==> src/rtl/inst_queue_if.sv <==
// inst_queue_if: decoder push port, occupancy flags and CUR_INST issue port
// of the decoded-instruction queue, grouped into one bundle.
interface inst_queue_if #(
    parameter int unsigned DEPTH = 8,
    parameter int unsigned OP_W  = 5,
    parameter int unsigned REG_W = 5
);
    localparam int unsigned CNT_W = $clog2(DEPTH) + 1;

    // Decoder push side
    logic              in_push;
    logic [OP_W-1:0]   in_operator_type;
    logic [REG_W-1:0]  in_reg_1;
    logic [REG_W-1:0]  in_reg_2;
    logic [REG_W-1:0]  in_reg_3;

    // Occupancy
    logic              out_full;
    logic              out_empty;
    logic [CNT_W-1:0]  out_count;

    // Redirect and CUR_INST issue side
    logic              in_flush;
    logic              in_fetch_req;
    logic              out_fetch_next;
    logic [OP_W-1:0]   out_operator_type;
    logic [REG_W-1:0]  out_reg_1;
    logic [REG_W-1:0]  out_reg_2;
    logic [REG_W-1:0]  out_reg_3;

    // Decoder / CUR_INST / redirect view
    modport master (
        output in_push, in_operator_type, in_reg_1, in_reg_2, in_reg_3,
        output in_flush, in_fetch_req,
        input  out_full, out_empty, out_count,
        input  out_fetch_next, out_operator_type, out_reg_1, out_reg_2, out_reg_3
    );

    // Queue view
    modport slave (
        input  in_push, in_operator_type, in_reg_1, in_reg_2, in_reg_3,
        input  in_flush, in_fetch_req,
        output out_full, out_empty, out_count,
        output out_fetch_next, out_operator_type, out_reg_1, out_reg_2, out_reg_3
    );
endinterface

==> src/rtl/inst_queue.sv <==
// inst_queue: decoded-instruction FIFO feeding the Tomasulo CUR_INST stage.
// Circular buffer with separate count; a three-state issue FSM hands out one
// entry per request level and strobes out_fetch_next for one cycle.
// Optional feature: define INST_QUEUE_BYPASS_EN to let a push into an empty,
// idle queue with a pending request go straight to the output registers.
module inst_queue #(
    parameter int unsigned DEPTH = 8,
    parameter int unsigned OP_W  = 5,
    parameter int unsigned REG_W = 5
) (
    input  logic        clk,
    input  logic        in_reset,
    inst_queue_if.slave q_if
);
    localparam int unsigned PTR_W = $clog2(DEPTH);
    localparam int unsigned CNT_W = PTR_W + 1;
    localparam int unsigned ENT_W = OP_W + 3 * REG_W;

    typedef enum logic [1:0] {
        S_IDLE  = 2'd0,
        S_ISSUE = 2'd1,
        S_WAIT  = 2'd2
    } state_t;

    state_t             state_q;
    state_t             state_d;

    logic [ENT_W-1:0]   mem_q [DEPTH];
    logic [PTR_W-1:0]   wr_ptr_q;
    logic [PTR_W-1:0]   wr_ptr_d;
    logic [PTR_W-1:0]   rd_ptr_q;
    logic [PTR_W-1:0]   rd_ptr_d;
    logic [CNT_W-1:0]   count_q;
    logic [CNT_W-1:0]   count_d;
    logic               full_q;
    logic               empty_q;

    logic               fetch_next_q;
    logic               fetch_next_d;
    logic [ENT_W-1:0]   out_q;
    logic [ENT_W-1:0]   out_d;

    logic [ENT_W-1:0]   push_ent_c;
    logic               queue_empty_c;
    logic               queue_full_c;
    logic               pop_c;
    logic               bypass_c;
    logic               push_c;

    // Pushed entry packed as {operator, reg_1, reg_2, reg_3}
    assign push_ent_c    = {q_if.in_operator_type, q_if.in_reg_1, q_if.in_reg_2, q_if.in_reg_3};
    assign queue_empty_c = (count_q == '0);
    assign queue_full_c  = (count_q == CNT_W'(DEPTH));

    // FSM state register
    always_ff @(posedge clk) begin
        if (in_reset) begin
            state_q <= S_IDLE;
        end else begin
            state_q <= state_d;
        end
    end

    // FSM next state: flush aborts any issue in progress
    always_comb begin
        state_d = state_q;
        if (q_if.in_flush) begin
            state_d = S_IDLE;
        end else begin
            case (state_q)
                S_IDLE: begin
                    if (pop_c || bypass_c) begin
                        state_d = S_ISSUE;
                    end
                end
                S_ISSUE: begin
                    state_d = S_WAIT;
                end
                S_WAIT: begin
                    if (!q_if.in_fetch_req) begin
                        state_d = S_IDLE;
                    end
                end
                default: begin
                    state_d = S_IDLE;
                end
            endcase
        end
    end

    // FSM outputs: pop/bypass decision, next output fields and strobe
    always_comb begin
        pop_c        = 1'b0;
        bypass_c     = 1'b0;
        out_d        = out_q;
        fetch_next_d = 1'b0;
        if (!q_if.in_flush && (state_q == S_IDLE) && q_if.in_fetch_req) begin
            if (!queue_empty_c) begin
                pop_c = 1'b1;
                out_d = mem_q[rd_ptr_q];
            end
`ifdef INST_QUEUE_BYPASS_EN
            else if (q_if.in_push) begin
                bypass_c = 1'b1;
                out_d    = push_ent_c;
            end
`endif
        end
        if (!q_if.in_flush && (state_q == S_IDLE) && (pop_c || bypass_c)) begin
            fetch_next_d = 1'b1;
        end
    end

    // Push acceptance, pointer advance and occupancy update
    always_comb begin
        push_c   = q_if.in_push && !q_if.in_flush && !bypass_c && (!queue_full_c || pop_c);
        wr_ptr_d = wr_ptr_q;
        rd_ptr_d = rd_ptr_q;
        count_d  = count_q;
        if (q_if.in_flush) begin
            wr_ptr_d = '0;
            rd_ptr_d = '0;
            count_d  = '0;
        end else begin
            if (push_c) begin
                wr_ptr_d = wr_ptr_q + PTR_W'(1);
            end
            if (pop_c) begin
                rd_ptr_d = rd_ptr_q + PTR_W'(1);
            end
            if (push_c && !pop_c) begin
                count_d = count_q + CNT_W'(1);
            end else if (pop_c && !push_c) begin
                count_d = count_q - CNT_W'(1);
            end
        end
    end

    // Pointer, count and registered flag state
    always_ff @(posedge clk) begin
        if (in_reset) begin
            wr_ptr_q <= '0;
            rd_ptr_q <= '0;
            count_q  <= '0;
            full_q   <= 1'b0;
            empty_q  <= 1'b1;
        end else begin
            wr_ptr_q <= wr_ptr_d;
            rd_ptr_q <= rd_ptr_d;
            count_q  <= count_d;
            full_q   <= (count_d == CNT_W'(DEPTH));
            empty_q  <= (count_d == '0);
        end
    end

    // Entry storage; no reset needed since count gates every read
    always_ff @(posedge clk) begin
        if (!in_reset && push_c) begin
            mem_q[wr_ptr_q] <= push_ent_c;
        end
    end

    // Issued fields and strobe; fields only change on a pop or bypass
    always_ff @(posedge clk) begin
        if (in_reset) begin
            fetch_next_q <= 1'b0;
            out_q        <= '0;
        end else begin
            fetch_next_q <= fetch_next_d;
            out_q        <= out_d;
        end
    end

    assign q_if.out_full          = full_q;
    assign q_if.out_empty         = empty_q;
    assign q_if.out_count         = count_q;
    assign q_if.out_fetch_next    = fetch_next_q;
    assign q_if.out_operator_type = out_q[3*REG_W +: OP_W];
    assign q_if.out_reg_1         = out_q[2*REG_W +: REG_W];
    assign q_if.out_reg_2         = out_q[REG_W +: REG_W];
    assign q_if.out_reg_3         = out_q[0 +: REG_W];

endmodule

==> src/flat_wrapper.sv <==
// flat-port wrapper written by rule: the top's interface ports become plain ports
module inst_queue_flat 
#(
    parameter int unsigned DEPTH = 8,
    parameter int unsigned OP_W  = 5,
    parameter int unsigned REG_W = 5
)
  (clk, in_reset, q_if_in_push, q_if_in_operator_type, q_if_in_reg_1, q_if_in_reg_2, q_if_in_reg_3, q_if_in_flush, q_if_in_fetch_req, q_if_out_full, q_if_out_empty, q_if_out_count, q_if_out_fetch_next, q_if_out_operator_type, q_if_out_reg_1, q_if_out_reg_2, q_if_out_reg_3);
  inst_queue_if #(.DEPTH(DEPTH), .OP_W(OP_W), .REG_W(REG_W)) q_if_i ();
  input  logic clk;
  input  logic in_reset;
  input wire logic [$bits(q_if_i.in_push)-1:0] q_if_in_push;
  input wire logic [$bits(q_if_i.in_operator_type)-1:0] q_if_in_operator_type;
  input wire logic [$bits(q_if_i.in_reg_1)-1:0] q_if_in_reg_1;
  input wire logic [$bits(q_if_i.in_reg_2)-1:0] q_if_in_reg_2;
  input wire logic [$bits(q_if_i.in_reg_3)-1:0] q_if_in_reg_3;
  input wire logic [$bits(q_if_i.in_flush)-1:0] q_if_in_flush;
  input wire logic [$bits(q_if_i.in_fetch_req)-1:0] q_if_in_fetch_req;
  output wire logic [$bits(q_if_i.out_full)-1:0] q_if_out_full;
  output wire logic [$bits(q_if_i.out_empty)-1:0] q_if_out_empty;
  output wire logic [$bits(q_if_i.out_count)-1:0] q_if_out_count;
  output wire logic [$bits(q_if_i.out_fetch_next)-1:0] q_if_out_fetch_next;
  output wire logic [$bits(q_if_i.out_operator_type)-1:0] q_if_out_operator_type;
  output wire logic [$bits(q_if_i.out_reg_1)-1:0] q_if_out_reg_1;
  output wire logic [$bits(q_if_i.out_reg_2)-1:0] q_if_out_reg_2;
  output wire logic [$bits(q_if_i.out_reg_3)-1:0] q_if_out_reg_3;
  assign q_if_i.in_push = q_if_in_push;
  assign q_if_i.in_operator_type = q_if_in_operator_type;
  assign q_if_i.in_reg_1 = q_if_in_reg_1;
  assign q_if_i.in_reg_2 = q_if_in_reg_2;
  assign q_if_i.in_reg_3 = q_if_in_reg_3;
  assign q_if_i.in_flush = q_if_in_flush;
  assign q_if_i.in_fetch_req = q_if_in_fetch_req;
  assign q_if_out_full = q_if_i.out_full;
  assign q_if_out_empty = q_if_i.out_empty;
  assign q_if_out_count = q_if_i.out_count;
  assign q_if_out_fetch_next = q_if_i.out_fetch_next;
  assign q_if_out_operator_type = q_if_i.out_operator_type;
  assign q_if_out_reg_1 = q_if_i.out_reg_1;
  assign q_if_out_reg_2 = q_if_i.out_reg_2;
  assign q_if_out_reg_3 = q_if_i.out_reg_3;
  inst_queue #(.DEPTH(DEPTH), .OP_W(OP_W), .REG_W(REG_W)) u_core (.clk(clk), .in_reset(in_reset), .q_if(q_if_i));
endmodule
==> config.mk <==
export PLATFORM = sky130hd
export DESIGN_NAME = inst_queue_flat
export DESIGN_NICKNAME = d
export VERILOG_FILES = /design/src/rtl/inst_queue_if.sv /design/src/rtl/inst_queue.sv /design/src/flat_wrapper.sv
export SDC_FILE = /design/constraint.sdc
export NUM_CORES = 1
export LEC_CHECK = 0
export ABC_AREA = 0
export CAP_MARGIN = 20
export CORE_MARGIN = 4
export CORE_UTILIZATION = 30
export DETAILED_ROUTE_END_ITERATION = 10
export HOLD_SLACK_MARGIN = 0.12
export PLACE_DENSITY = 0.45
export REMOVE_ABC_BUFFERS = 1
export SYNTH_ARGS = -nofsm -noshare
export SYNTH_HDL_FRONTEND = slang
export SYNTH_SLANG_ARGS = --single-unit
==> constraint.sdc <==
create_clock -name clk -period 8.7 [get_ports clk]
set_input_delay 0.87 -clock clk [delete_from_list [all_inputs] [get_ports clk]]
set_output_delay 0.87 -clock clk [all_outputs]
set_load 0.03 [all_outputs]
==> results.yml <==
run_status:
  status: "completed"
logic_synthesis:
  ys_seq_area_frac: 0.7244
  synth.largest_area_cell: "edfxtp_1"
  avgSynthCellArea_um2: 18.14
  synth_ff_type: "edfxtp_1"
  synth_edf_count: 160
  synth_top_area_share: 0.6322
  syn_area_um2: 7600
  yosys_warnings: 0
  synth_cell_type_count: 49
  synth.area.top_cells: "edfxtp_1 (63%), mux4_2 (12%), dfxtp_1 (9.2%)"
  ys_seq_elements: 195
  syn_inst: 419
  synthArstFlopShare: 0
pwr:
  power_mw: 1.869
  leakage_nw: 2.781
  vdd_drop_max_v: 0.0001025
  powerDensity_nw_per_um2: 204.5
sta:
  max-slew-margin-rel: 0.4071
  setup_slack_ns: 5.339
  fin_tns_setup_ns: 0
  hold_violations: 0
  worst_slew_pin_slew_ns: 0.8801
  slew_viol_final: 0
  rsz0062_at_grt: "false"
  fin_hold_ws_ns: 0.5028
  fin_crit_sh: 0.3863
  clock.fmax_mhz: 297.5
  setup_viol: 0
  fin_skew_ns: 0.009375
  finalCriticalPeriod_ns: 3.361
floorplan:
  ios: 52
  die_h_um: 167.2
  fp.coreArea_um2: 24600
  initial_utilization: 0.3089
  die_area_um2: 27940
  dieWidth_um: 167.2
  num_rows: 57
setup_path:
  startpoint: "q_if_in_push"
  crit_type: "input pin to flop"
  reg2reg_slack_ns: 5.96
  worstPathCellList: "clkdlybuf4s50_1 -> nor2b_1 -> o21ai_0 -> nor3_2 -> buf_4"
  crit_slowest_cell: "clkdlybuf4s50_1"
  arrival_ns: 3.49
  start_kind: "input pin"
  cp_num_buf_inv: 2
  required_ns: 8.83
  worstReg2RegStart: "u_core.state_q[1]"
  crit_fanout: 15
  cpPeakStageDelay_ns: 0.74
  endpoint_kind: "flop"
  cpLargestDelayFamily: "simple AND/OR/NAND/NOR gates"
routing:
  vias: 3925
  dr.first_iter.drc_count: 220
  remaining_drc_errors: 0
  antenna_left: 0
  via_per_inst: 4.798
  first_pass_iters: 4
  wl_um: 16270
  wl_per_cell_um: 19.89
placed_design:
  pre_cts_ws_ns: 4.453
  dpl.hpwl_um: 9842
  io_buffers: 51
  gp_congestion: 0.7492
cells_and_area:
  final_common_cell: "edfxtp_1"
  final_cell_mix: "edfxtp_1 (160), clkdlybuf4s50_1 (51), mux4_2 (40), nor2_1 (33), dfxtp_1 (33)"
  fillers: 2302
  drive_gt1_frac: 0.2126
  fin_nets: 510
  area_growth_pct: 20.30
  fin_util: 0.3716
  diodes: 0
hold_path:
  hp-class: "flop to flop"
  hp-start: "u_core.out_q[15]"
clock_tree:
  cts_sinks: 195
  cts_tree: "done"
  clockBufferDepth: 2
  cts_buffers: 17
  cts-root-buf: "clkbuf_16"
  cts_htree_levels: 4
  clk_latency_ns: 0.43
  cts.clk_slew.worst_paths_ns: 0.07
  ctsHoldBuffers: 0
  cts-resized-gates: 0
  cts_setup_buffers: 0
grt:
  grt_pass1_wl_um: 25420
  grt_pass1_vias: 4139
  grtUsageTotal: 0.1200
  grt_max_degree: 46
  antenna_found_initial: 0
  grt_overflow: 0
job:
  cap_viol_max_count: 0
[sequential cells by signal (all words and copies together), names as in the netlist]
name and flops:
u_core.mem_q 160, u_core.out_q 20, u_core.q_if.out_count 4, u_core.rd_ptr_q 3
u_core.wr_ptr_q 3, u_core.state_q 2, u_core.q_if.out_empty 1, u_core.q_if.out_fetch_next 1
u_core.q_if.out_full 1
[worst paths after layout]
kind,to,cells after the start
setup reg to reg,u_core.mem_q[3][7],4
hold / removal,u_core.out_q[15],2
setup / recovery,u_core.mem_q[3][7],5
hold reg to reg,u_core.out_q[15],2
[per-stage QoR]
step	cells	area [um^2]
finish	818	9143
global placement	783	8541
detailed placement	785	8563
CTS	817	9131
floorplan	394	7482
global route	818	9143
[worst register-to-register path, stage by stage, from the launching register on]
cell,delay (ns)
dfxtp_1,0.35
nor3b_1,0.59
o21ai_0,0.49
nor3_2,0.67
buf_4,0.33
[cell usage after synthesis, types with 2 or more instances]
| library cell | count |
|---|---|
| edfxtp_1 | 160 |
| mux4_2 | 40 |
| nor2_1 | 36 |
| dfxtp_1 | 35 |
| a211oi_1 | 22 |
| mux2i_1 | 21 |
| nand2_1 | 15 |
| clkbuf_1 | 10 |
| buf_2 | 7 |
| buf_1 | 5 |
| inv_1 | 5 |
| nor3_1 | 5 |
| a21oi_1 | 4 |
| ha_1 | 4 |
| nand3b_1 | 4 |
| xnor2_1 | 4 |
| nor2b_1 | 3 |
| o21ai_0 | 3 |
| buf_4 | 2 |
| nor4b_1 | 2 |
| o211ai_1 | 2 |
| or4b_1 | 2 |
| xor2_1 | 2 |
[power by group]
group	switching [mW]	internal, mW
clock	0.367	0.379
sequential	0.00544	1.02
combinational	0.0579	0.0418
total	0.431	1.44
[kinds of logic after synthesis]
group,share of synthesized area
flops,0.7244
simple gates,0.05483
mux,0.1462
compound gates,0.04314
buf+inv,0.01795
xor+xnor,0.006915
fa+ha+maj,0.006586
[layer usage]
metal | global-route usage | up-vias | routed length (um) | share of wire
met5 | 0 | - | 0 | 0
met4 | 0.02893 | 0 | 176 | 0.011
met3 | 0.03041 | 15 | 627 | 0.039
met2 | 0.1853 | 80 | 7519 | 0.46
met1 | 0.1718 | 2024 | 7950 | 0.49
li1 | - | 1806 | - | -
[final cells by class]
| class | instances | area, um^2 | share of cell area |
|---|---|---|---|
| sequential | 195 | 5508 | 0.6024 |
| multi-input combinational | 194 | 1993 | 0.2180 |
| timing repair buffer | 68 | 649.4 | 0.07103 |
| clock buffer | 17 | 425.4 | 0.04653 |
| tap | 324 | 405.4 | 0.04434 |
| clock inverter | 15 | 142.6 | 0.01560 |
| inverter | 5 | 18.77 | 0.002053 |
Note: power is estimated with default switching activity, not from simulation.
